**config.mk**
```make
export PLATFORM = sky130hd
export DESIGN_NAME = sdram_seq
export DESIGN_NICKNAME = d
export VERILOG_FILES = /design/src/rtl/sdram_seq.sv
export SDC_FILE = /design/constraint.sdc
export NUM_CORES = 1
export LEC_CHECK = 0
export ABC_AREA = 1
export CAP_MARGIN = 20
export CORE_MARGIN = 3
export CORE_UTILIZATION = 40
export CTS_CLUSTER_DIAMETER = 100
export CTS_CLUSTER_SIZE = 24
export DETAILED_ROUTE_END_ITERATION = 10
export PLACE_DENSITY = 0.69
export SLEW_MARGIN = 20
export SYNTH_ARGS = -nofsm -noshare
export SYNTH_HDL_FRONTEND = slang
export SYNTH_SLANG_ARGS = --single-unit
export TNS_END_PERCENT = 1
```
**constraint.sdc**
```tcl
create_clock -name CLK_100M -period 1.7 [get_ports CLK_100M]
set_clock_uncertainty 0.05 [all_clocks]
set_input_delay 0.51 -clock CLK_100M [delete_from_list [all_inputs] [get_ports CLK_100M]]
set_output_delay 0.51 -clock CLK_100M [all_outputs]
set_load 0.1 [all_outputs]
```
**src/rtl/sdram_seq.sv**
```systemverilog
// SDRAM command sequencer: power-up init, then refresh-first arbitration of single-burst reads/writes.
// Define SDRAM_SEQ_RR_EN for round-robin write/read arbitration (default: fixed write > read).
module sdram_seq #(
    parameter int T_PWRUP = 20000,
    parameter int T_REFI  = 780
) (
    input  logic        CLK_100M,
    input  logic        RST_N,
    input  logic        WR_REQ,
    input  logic [21:0] WR_ADDR,
    input  logic        RD_REQ,
    input  logic [21:0] RD_ADDR,
    output logic [3:0]  INIT_NS,
    output logic [3:0]  WORK_NS,
    output logic [3:0]  TIME_CNT_N,
    output logic [21:0] SDRAM_ADDR_IN,
    output logic        WR_ACK,
    output logic        RD_ACK,
    output logic        WR_DATA_REQ,
    output logic        RD_VALID,
    output logic        INIT_DONE,
    output logic        BUSY
);
    localparam logic [3:0] INIT_PWRUP = 4'h0, INIT_PRECH = 4'h1, INIT_MRS = 4'hA, INIT_FIN = 4'hB;
    localparam logic [3:0] W_IDLE = 4'd0, W_ACT = 4'd1, W_RCD = 4'd2, W_READ = 4'd3, W_CL = 4'd4,
                           W_RDB = 4'd5, W_RP = 4'd6, W_WRITE = 4'd7, W_WRRP = 4'd8, W_REF = 4'd9;
    localparam int REF_W = (T_REFI > 1) ? $clog2(T_REFI) : 1;
    localparam logic [REF_W-1:0] REF_LAST   = REF_W'(T_REFI - 1);
    localparam logic [14:0]      PWRUP_LAST = 15'(T_PWRUP - 1);

    logic [3:0]       init_ns_reg, init_ns_next;
    logic [3:0]       work_ns_reg, work_ns_next;
    logic [3:0]       time_cnt_reg, time_cnt_next;
    logic [14:0]      pwrup_cnt_reg;
    logic [REF_W-1:0] ref_cnt_reg;
    logic             ref_wrap, ref_pend_reg;
    logic             is_wr_reg;
    logic             grant_ref, grant_wr, grant_rd, wr_win;
    logic [21:0]      addr_reg;
    logic             wr_ack_reg, rd_ack_reg, wr_data_req_reg, rd_valid_reg, init_done_reg;

`ifdef SDRAM_SEQ_RR_EN
    logic last_wr_reg;

    // On a tie the type granted last yields; refresh still wins over both
    always_ff @(posedge CLK_100M or negedge RST_N) begin
        if (!RST_N)
            last_wr_reg <= 1'b0;
        else if (grant_wr || grant_rd)
            last_wr_reg <= grant_wr;
    end

    assign wr_win = WR_REQ && (!RD_REQ || !last_wr_reg);
`else
    assign wr_win = WR_REQ;
`endif

    always_ff @(posedge CLK_100M or negedge RST_N) begin
        if (!RST_N) begin
            init_ns_reg  <= INIT_PWRUP;
            work_ns_reg  <= W_IDLE;
            time_cnt_reg <= 4'd0;
        end else begin
            init_ns_reg  <= init_ns_next;
            work_ns_reg  <= work_ns_next;
            time_cnt_reg <= time_cnt_next;
        end
    end

    always_comb begin
        init_ns_next = init_ns_reg;
        case (init_ns_reg)
            INIT_PWRUP: if (pwrup_cnt_reg == PWRUP_LAST) init_ns_next = INIT_PRECH;
            INIT_PRECH: if (time_cnt_reg == 4'd2) init_ns_next = 4'h2;
            4'h2, 4'h3, 4'h4, 4'h5, 4'h6, 4'h7, 4'h8, 4'h9:
                        if (time_cnt_reg == 4'd7) init_ns_next = init_ns_reg + 4'd1;
            INIT_MRS:   if (time_cnt_reg == 4'd2) init_ns_next = INIT_FIN;
            INIT_FIN:   init_ns_next = INIT_FIN;
            default:    init_ns_next = INIT_PWRUP;
        endcase
    end

    always_comb begin
        work_ns_next = work_ns_reg;
        grant_ref    = 1'b0;
        grant_wr     = 1'b0;
        grant_rd     = 1'b0;
        case (work_ns_reg)
            W_IDLE: if (init_ns_reg == INIT_FIN) begin
                if (ref_pend_reg) begin
                    grant_ref    = 1'b1;
                    work_ns_next = W_REF;
                end else if (wr_win) begin
                    grant_wr     = 1'b1;
                    work_ns_next = W_ACT;
                end else if (RD_REQ) begin
                    grant_rd     = 1'b1;
                    work_ns_next = W_ACT;
                end
            end
            W_ACT:   if (time_cnt_reg == 4'd0) work_ns_next = W_RCD;
            W_RCD:   if (time_cnt_reg == 4'd1) work_ns_next = is_wr_reg ? W_WRITE : W_READ;
            W_READ:  if (time_cnt_reg == 4'd0) work_ns_next = W_CL;
            W_CL:    if (time_cnt_reg == 4'd2) work_ns_next = W_RDB;
            W_RDB:   if (time_cnt_reg == 4'd7) work_ns_next = W_RP;
            W_RP:    if (time_cnt_reg == 4'd1) work_ns_next = W_IDLE;
            W_WRITE: if (time_cnt_reg == 4'd7) work_ns_next = W_WRRP;
            W_WRRP:  if (time_cnt_reg == 4'd3) work_ns_next = W_IDLE;
            W_REF:   if (time_cnt_reg == 4'd7) work_ns_next = W_IDLE;
            default: work_ns_next = W_IDLE;
        endcase
    end

    always_comb begin
        if (init_ns_next != init_ns_reg || work_ns_next != work_ns_reg)
            time_cnt_next = 4'd0;
        else if (time_cnt_reg == 4'hF)
            time_cnt_next = 4'hF;
        else
            time_cnt_next = time_cnt_reg + 4'd1;
    end

    assign ref_wrap = (ref_cnt_reg == REF_LAST);

    // A wrap coinciding with the refresh grant re-arms the request for the next interval
    always_ff @(posedge CLK_100M or negedge RST_N) begin
        if (!RST_N) begin
            pwrup_cnt_reg <= 15'd0;
            ref_cnt_reg   <= '0;
            ref_pend_reg  <= 1'b0;
        end else begin
            if (init_ns_reg == INIT_PWRUP && pwrup_cnt_reg != PWRUP_LAST)
                pwrup_cnt_reg <= pwrup_cnt_reg + 15'd1;
            ref_cnt_reg  <= ref_wrap ? '0 : ref_cnt_reg + REF_W'(1);
            ref_pend_reg <= (ref_pend_reg && !grant_ref) || (ref_wrap && init_done_reg);
        end
    end

    always_ff @(posedge CLK_100M or negedge RST_N) begin
        if (!RST_N) begin
            addr_reg        <= 22'd0;
            is_wr_reg       <= 1'b0;
            wr_ack_reg      <= 1'b0;
            rd_ack_reg      <= 1'b0;
            wr_data_req_reg <= 1'b0;
            rd_valid_reg    <= 1'b0;
            init_done_reg   <= 1'b0;
        end else begin
            if (grant_wr)
                addr_reg <= WR_ADDR;
            else if (grant_rd)
                addr_reg <= RD_ADDR;
            if (grant_wr || grant_rd)
                is_wr_reg <= grant_wr;
            wr_ack_reg      <= grant_wr;
            rd_ack_reg      <= grant_rd;
            wr_data_req_reg <= (work_ns_next == W_WRITE);
            rd_valid_reg    <= (work_ns_next == W_RDB);
            init_done_reg   <= (init_ns_next == INIT_FIN);
        end
    end

    assign INIT_NS       = init_ns_reg;
    assign WORK_NS       = work_ns_reg;
    assign TIME_CNT_N    = time_cnt_reg;
    assign SDRAM_ADDR_IN = addr_reg;
    assign WR_ACK        = wr_ack_reg;
    assign RD_ACK        = rd_ack_reg;
    assign WR_DATA_REQ   = wr_data_req_reg;
    assign RD_VALID      = rd_valid_reg;
    assign INIT_DONE     = init_done_reg;
    assign BUSY          = !(init_done_reg && work_ns_reg == W_IDLE);
endmodule

```
Word level (Yosys, flattened, before mapping)
Cells that the tools add are included.
{ "word_totals": {"regBits": 66, "elab_cells": 101, "out_inout_bits": 40} }
{ "classes": {"mux": 37, "n_eq_ne": 33, "add_sub_neg": 4, "n_reduce_logical": 14} }
{ "ops": {"columns": ["cell", "count"], "rows": [
  ["2-to-1 mux 4 bit", 19],
  ["equality test 4 x 3 -> 1 bit (second input constant)", 11],
  ["2-to-1 mux 22 bit", 2],
  ["one-hot mux 4 bit (10 select lines)", 1],
  ["equality test 4 bit (second input constant)", 8],
  ["equality test 4 x 2 -> 1 bit (second input constant)", 6],
  ["one-hot mux 4 bit (5 select lines)", 1],
  ["adder 15 x 1 -> 15 bit (second input constant)", 1],
  ["equality test 15 bit (second input constant)", 1],
  ["inequality test 15 bit (second input constant)", 1],
  ["equality test 4 x 1 -> 1 bit (second input constant)", 3],
  ["logical NOT 4 bit", 3],
  ["2-to-1 mux 1 bit", 12],
  ["adder 10 x 1 -> 10 bit (second input constant)", 1],
  ["equality test 10 bit (second input constant)", 1],
  ["2-to-1 mux 10 bit", 1],
  ["adder 4 x 1 -> 4 bit (second input constant)", 2],
  ["inequality test 4 bit", 2],
  ["OR reduction 8 bit", 1],
  ["logical AND 1 bit", 4],
  ["logical OR 1 bit", 3],
  ["2-to-1 mux 3 bit", 1],
  ["logical NOT 1 bit", 2],
  ["nonzero test 2 bit", 1]
]} }

Depth between registers and ports, before layout
{ "depth": {"depth_word": 8, "depth_mapped": 14} }

Worst setup path before layout
Ideal clock, no wire load.
{ "synth_path": {"path_kind": "register -> register", "startpoint": "reg init_ns_reg[0] (netlist: INIT_NS[0])", "endpoint": "reg time_cnt_reg[3] (netlist: TIME_CNT_N[3])", "arrival_time_ps": 2379, "synth_period_minus_slack_ps": 2558, "n_path_buf": 0, "path_slack_ps": -858, "path_stages_with_launch": 15, "setup_time_ps": 129, "cell_sequence": "dfrtp_1 inv_1 ha_1 inv_1 nand2_1 nand2_1 nand2_2 nand2_1 nand2_1 nor2_1 nand3_1 nand2_1 nor2_1 nand2_1 nor2_1"} }
{ "synth_via": {"elab_chain_cells": 6, "word_cells_on_any_way": 25} }
{ "synth_lines": {"columns": ["element", "line_no", "source"], "rows": [
  ["from (decl)", "31", "logic [3:0] init_ns_reg, init_ns_next;"],
  ["from (signal assigned)", "64", "init_ns_reg <= init_ns_next;"],
  ["adder 4 x 1 -> 4 bit (tied with other cells)", "76", "if (time_cnt_reg == 4'd7) init_ns_next = init_ns_reg + 4'd1;"],
  ["2-to-1 mux 4 bit (tied with other cells)", "76", null],
  ["one-hot mux 4 bit (5 select lines) / one-hot mux 4 bit (10 select lines) (equally long branches)", "72, 88", null],
  ["inequality test 4 bit", "115", "if (init_ns_next != init_ns_reg || work_ns_next != work_ns_reg)"],
  ["logical OR 1 bit (*)", "115", null],
  ["2-to-1 mux 4 bit (*)", "115", null],
  ["net time_cnt_next[3]", "33", "logic [3:0] time_cnt_reg, time_cnt_next;"],
  ["to (signal assigned)", "66", "time_cnt_reg <= time_cnt_next;"],
  ["to (decl)", "33", null]
]} }
Mark *: on every way through the listed nets, which the timed path passes. The rest lies on a longest branch.
A chain may end at the register's enable or synchronous reset.

Final worst setup path
{ "layout_path": {"startpoint": "reg init_ns_reg[1] (netlist: INIT_NS[1])", "endpoint": "reg time_cnt_reg[3] (netlist: TIME_CNT_N[3])"} }
The elaborated chain is that of the path after synthesis.

==> results.yml <==
floorplan:
  die_h_um: 104.1
  rows: 35
  io_pins: 88
  core_area_sq_um: 9284
  die_w_um: 104.1
  die-area_sq_um: 10840
  initial_core_util: 0.4147
routing:
  drt-met1-wl_um: 4417
  wirelength_um: 10570
  wire_per_inst_um: 13.36
  first_pass_iters: 4
  routed_via_density: 4.826
  top_layer_used: "met4"
  ant_nets: 0
  first_iter_violations: 134
  drcViolationCount: 0
  dr_wl_met3_um: 512
  wl_met2_um: 5399
  vias: 3817
setup_path:
  end_kind: "flip-flop"
  critical-path-max-stage-delay_ns: 0.54
  cp-start-kind: "flip-flop"
  crit_family: "simple AND/OR/NAND/NOR gates"
  worst-setup-path-type: "flip-flop to flip-flop"
  critPathBufInv: 0
  path_cells: "ha_2, o21ai_2, nand2_4, nand2_1, nand2_1, nor2_2, nand3_1, nand2_2, nor2_2, nand2_2, nor2_1"
  cp_max_fo: 6
  critical_path_arrival_ns: 2.10
  slowest_stage: "dfrtp_4"
  crit_required_ns: 1.89
logic_synthesis:
  syn_area_sq_um: 3850
  synth.distinct_cells: 37
  synth.most_common_cell: "nand2_1"
  synth_top_area_frac: 0.4290
  yosysTopAreaCell: "dfrtp_1"
  synth_cells: 498
  syn-num-nets: 557
  ys_ff_latch: 66
  netlist_top_cells_area: "dfrtp_1 (43%), nand2_1 (14%), inv_1 (6.4%)"
  synth_edf_count: 0
  yosysSeqAreaShare: 0.4290
  yosys_most_used_dff: "dfrtp_1"
  syn_area_per_cell_sq_um: 7.731
  synthArstFlopShare: 1.000
  synth_commonest_cells: "nand2_1 (139), dfrtp_1 (66), inv_1 (66)"
  ys_warn_count: 0
sta:
  fin_ws_ns: -0.2143
  timing.fmax_ghz: 0.5224
  hold_viol_final: 0
  post-route-period-util: 1.126
  setup_violations: 38
  maxSlewViolCount: 0
  tightest_slew_ns: 0.3434
  maxSlewHeadroom: 0.7693
  final.min_clock_period_ns: 1.914
  rsz0062_at_grt: "true"
final_layout:
  diodes: 0
  syn_to_final_growth_pct: 62.07
  utilization: 0.6721
  final_nets: 716
  num-fill-cells: 749
  drive_gt1_frac: 0.3384
  regArea_sq_um: 1680
  largest_reg_flops: 22
  multi_input_comb_area_sq_um: 2001
power_and_ir_drop:
  power_density_nw_per_um2: 919.0
  ir_drop_uv: 773.3
  power_mw: 5.734
  p_leak_nw: 3.074
grt:
  grt_usage: 0.2000
  grt_first_pass_wirelength_um: 17850
  grt_pass1_vias: 4022
  antenna_found_initial: 0
  grt_overflow_total: 0
  grt_max_degree: 67
place:
  place_hpwl_um: 7742
  port-buffer-count: 87
  gp_congestion: 0.8786
clock_network:
  tritoncts: "yes"
  clk_pin_slew_ns: 0.07
  cts.sinks: 66
  cts_hold_buf: 0
  htree_levels: 3
  clk_latency_ns: 0.35
  cts_inserted_buffers: 9
  clk_path_buf_depth: 2
  clockRootBuffer: "clkbuf_8"
outcome:
  status: "complete, but fails checks"
  violations: "setup timing"
min_path:
  min_path_type: "input pin to asynchronous set/reset pin"
job:
  drv_cap: 0
[power by group]
part           internal [mW]  switching [mW]  leakage (nW)
Combinational           1.02            1.55          2.15
Clock                  0.715           0.596        0.0974
Sequential              1.70           0.148         0.827
Total                   3.44            2.30          3.07
[path summary, 6_finish.rpt]
path / from / to / slack [ns] / cells after the start
min in group CLK_100M: ref_cnt_reg[0] / ref_cnt_reg[0] / 0.41 / 1
worst min register to register: ref_cnt_reg[0] / ref_cnt_reg[0] / 0.41 / 1
max in group asynchronous: RST_N / INIT_NS[0] / 1.16 / 2
worst max-delay path: INIT_NS[1] / TIME_CNT_N[3] / -0.21 / 11
worst min-delay path: RST_N / TIME_CNT_N[3] / 0.11 / 2
worst max register to register: INIT_NS[1] / TIME_CNT_N[3] / -0.21 / 11
[routing by layer]
metal  up-vias  global-route usage
met5         -                   0
met2        97              0.3561
li1       1901                   -
met4         0             0.07407
met1      1793              0.2336
met3        26             0.04718
[per-stage QoR]
stage               setup slack, ns  hold WS, ns  cell area [sq um]  cells  setup TNS (ns)
floorplan                   -0.2428       0.1644               3916    498          -7.102
global placement            -0.3849       0.3972               5808    768          -9.498
detailed placement          -0.4369       0.3969               5808    768          -11.06
CTS                         -0.1653       0.1332               6138    788          -4.428
global route                -0.3135       0.1570               6240    791          -9.065
finish                      -0.2143       0.1147               6240    791          -5.137
[worst reg2reg max path: stages (launching register included)]
cell and delay (ns):
dfrtp_4 0.54, ha_2 0.23, o21ai_2 0.18, nand2_4 0.10, nand2_1 0.10, nand2_1 0.08, nor2_2 0.16, nand3_1 0.10
nand2_2 0.08, nor2_2 0.04, nand2_2 0.10, nor2_1 0.05
[logic make-up (layout without fill, tap and decap cells)]
group                    count (synthesis)  in the layout  synth area share
XOR/XNOR                                15             15           0.03413
adder cells (fa/ha/maj)                 11             11           0.03575
AO/OA/AOI/OAI                           77             77            0.1245
AND/OR/NAND/NOR                        242            242            0.2795
buffers and inverters                   87            251           0.09717
flip-flops                              66             66            0.4290
[layout by cell type, fill, tap and decap left out, types with 9 or more instances in the layout]
master	count
dfrtp_1	53
a21oi_1	10
clkdlybuf4s50_1	46
a21oi_2	23
inv_2	16
buf_4	55
nand3_1	22
xor2_1	9
buf_6	10
nand2_1	130
buf_12	46
nor2_1	34
inv_1	58
o21ai_1	25
clkbuf_8	10
o21ai_0	9
[final cells by class]
cell class | instances | area share
clock buffers | 13 | 0.02386
clock inverters | 3 | 0.006417
multi-input cells | 345 | 0.3206
flip-flops and latches | 66 | 0.2693
well taps | 129 | 0.02587
inverters | 77 | 0.04752
repair buffers | 158 | 0.3064
[what timing repair did]
| action | in CTS | in global routing |
|---|---|---|
| setup endpoints to repair | 40 | 55 |
| pin swaps | 21 | 14 |
| buffers inserted | 4 | 3 |
| hold endpoints to repair | 0 | 0 |
| resized for setup | 31 | 26 |
Power figures use the tool's default switching activity.
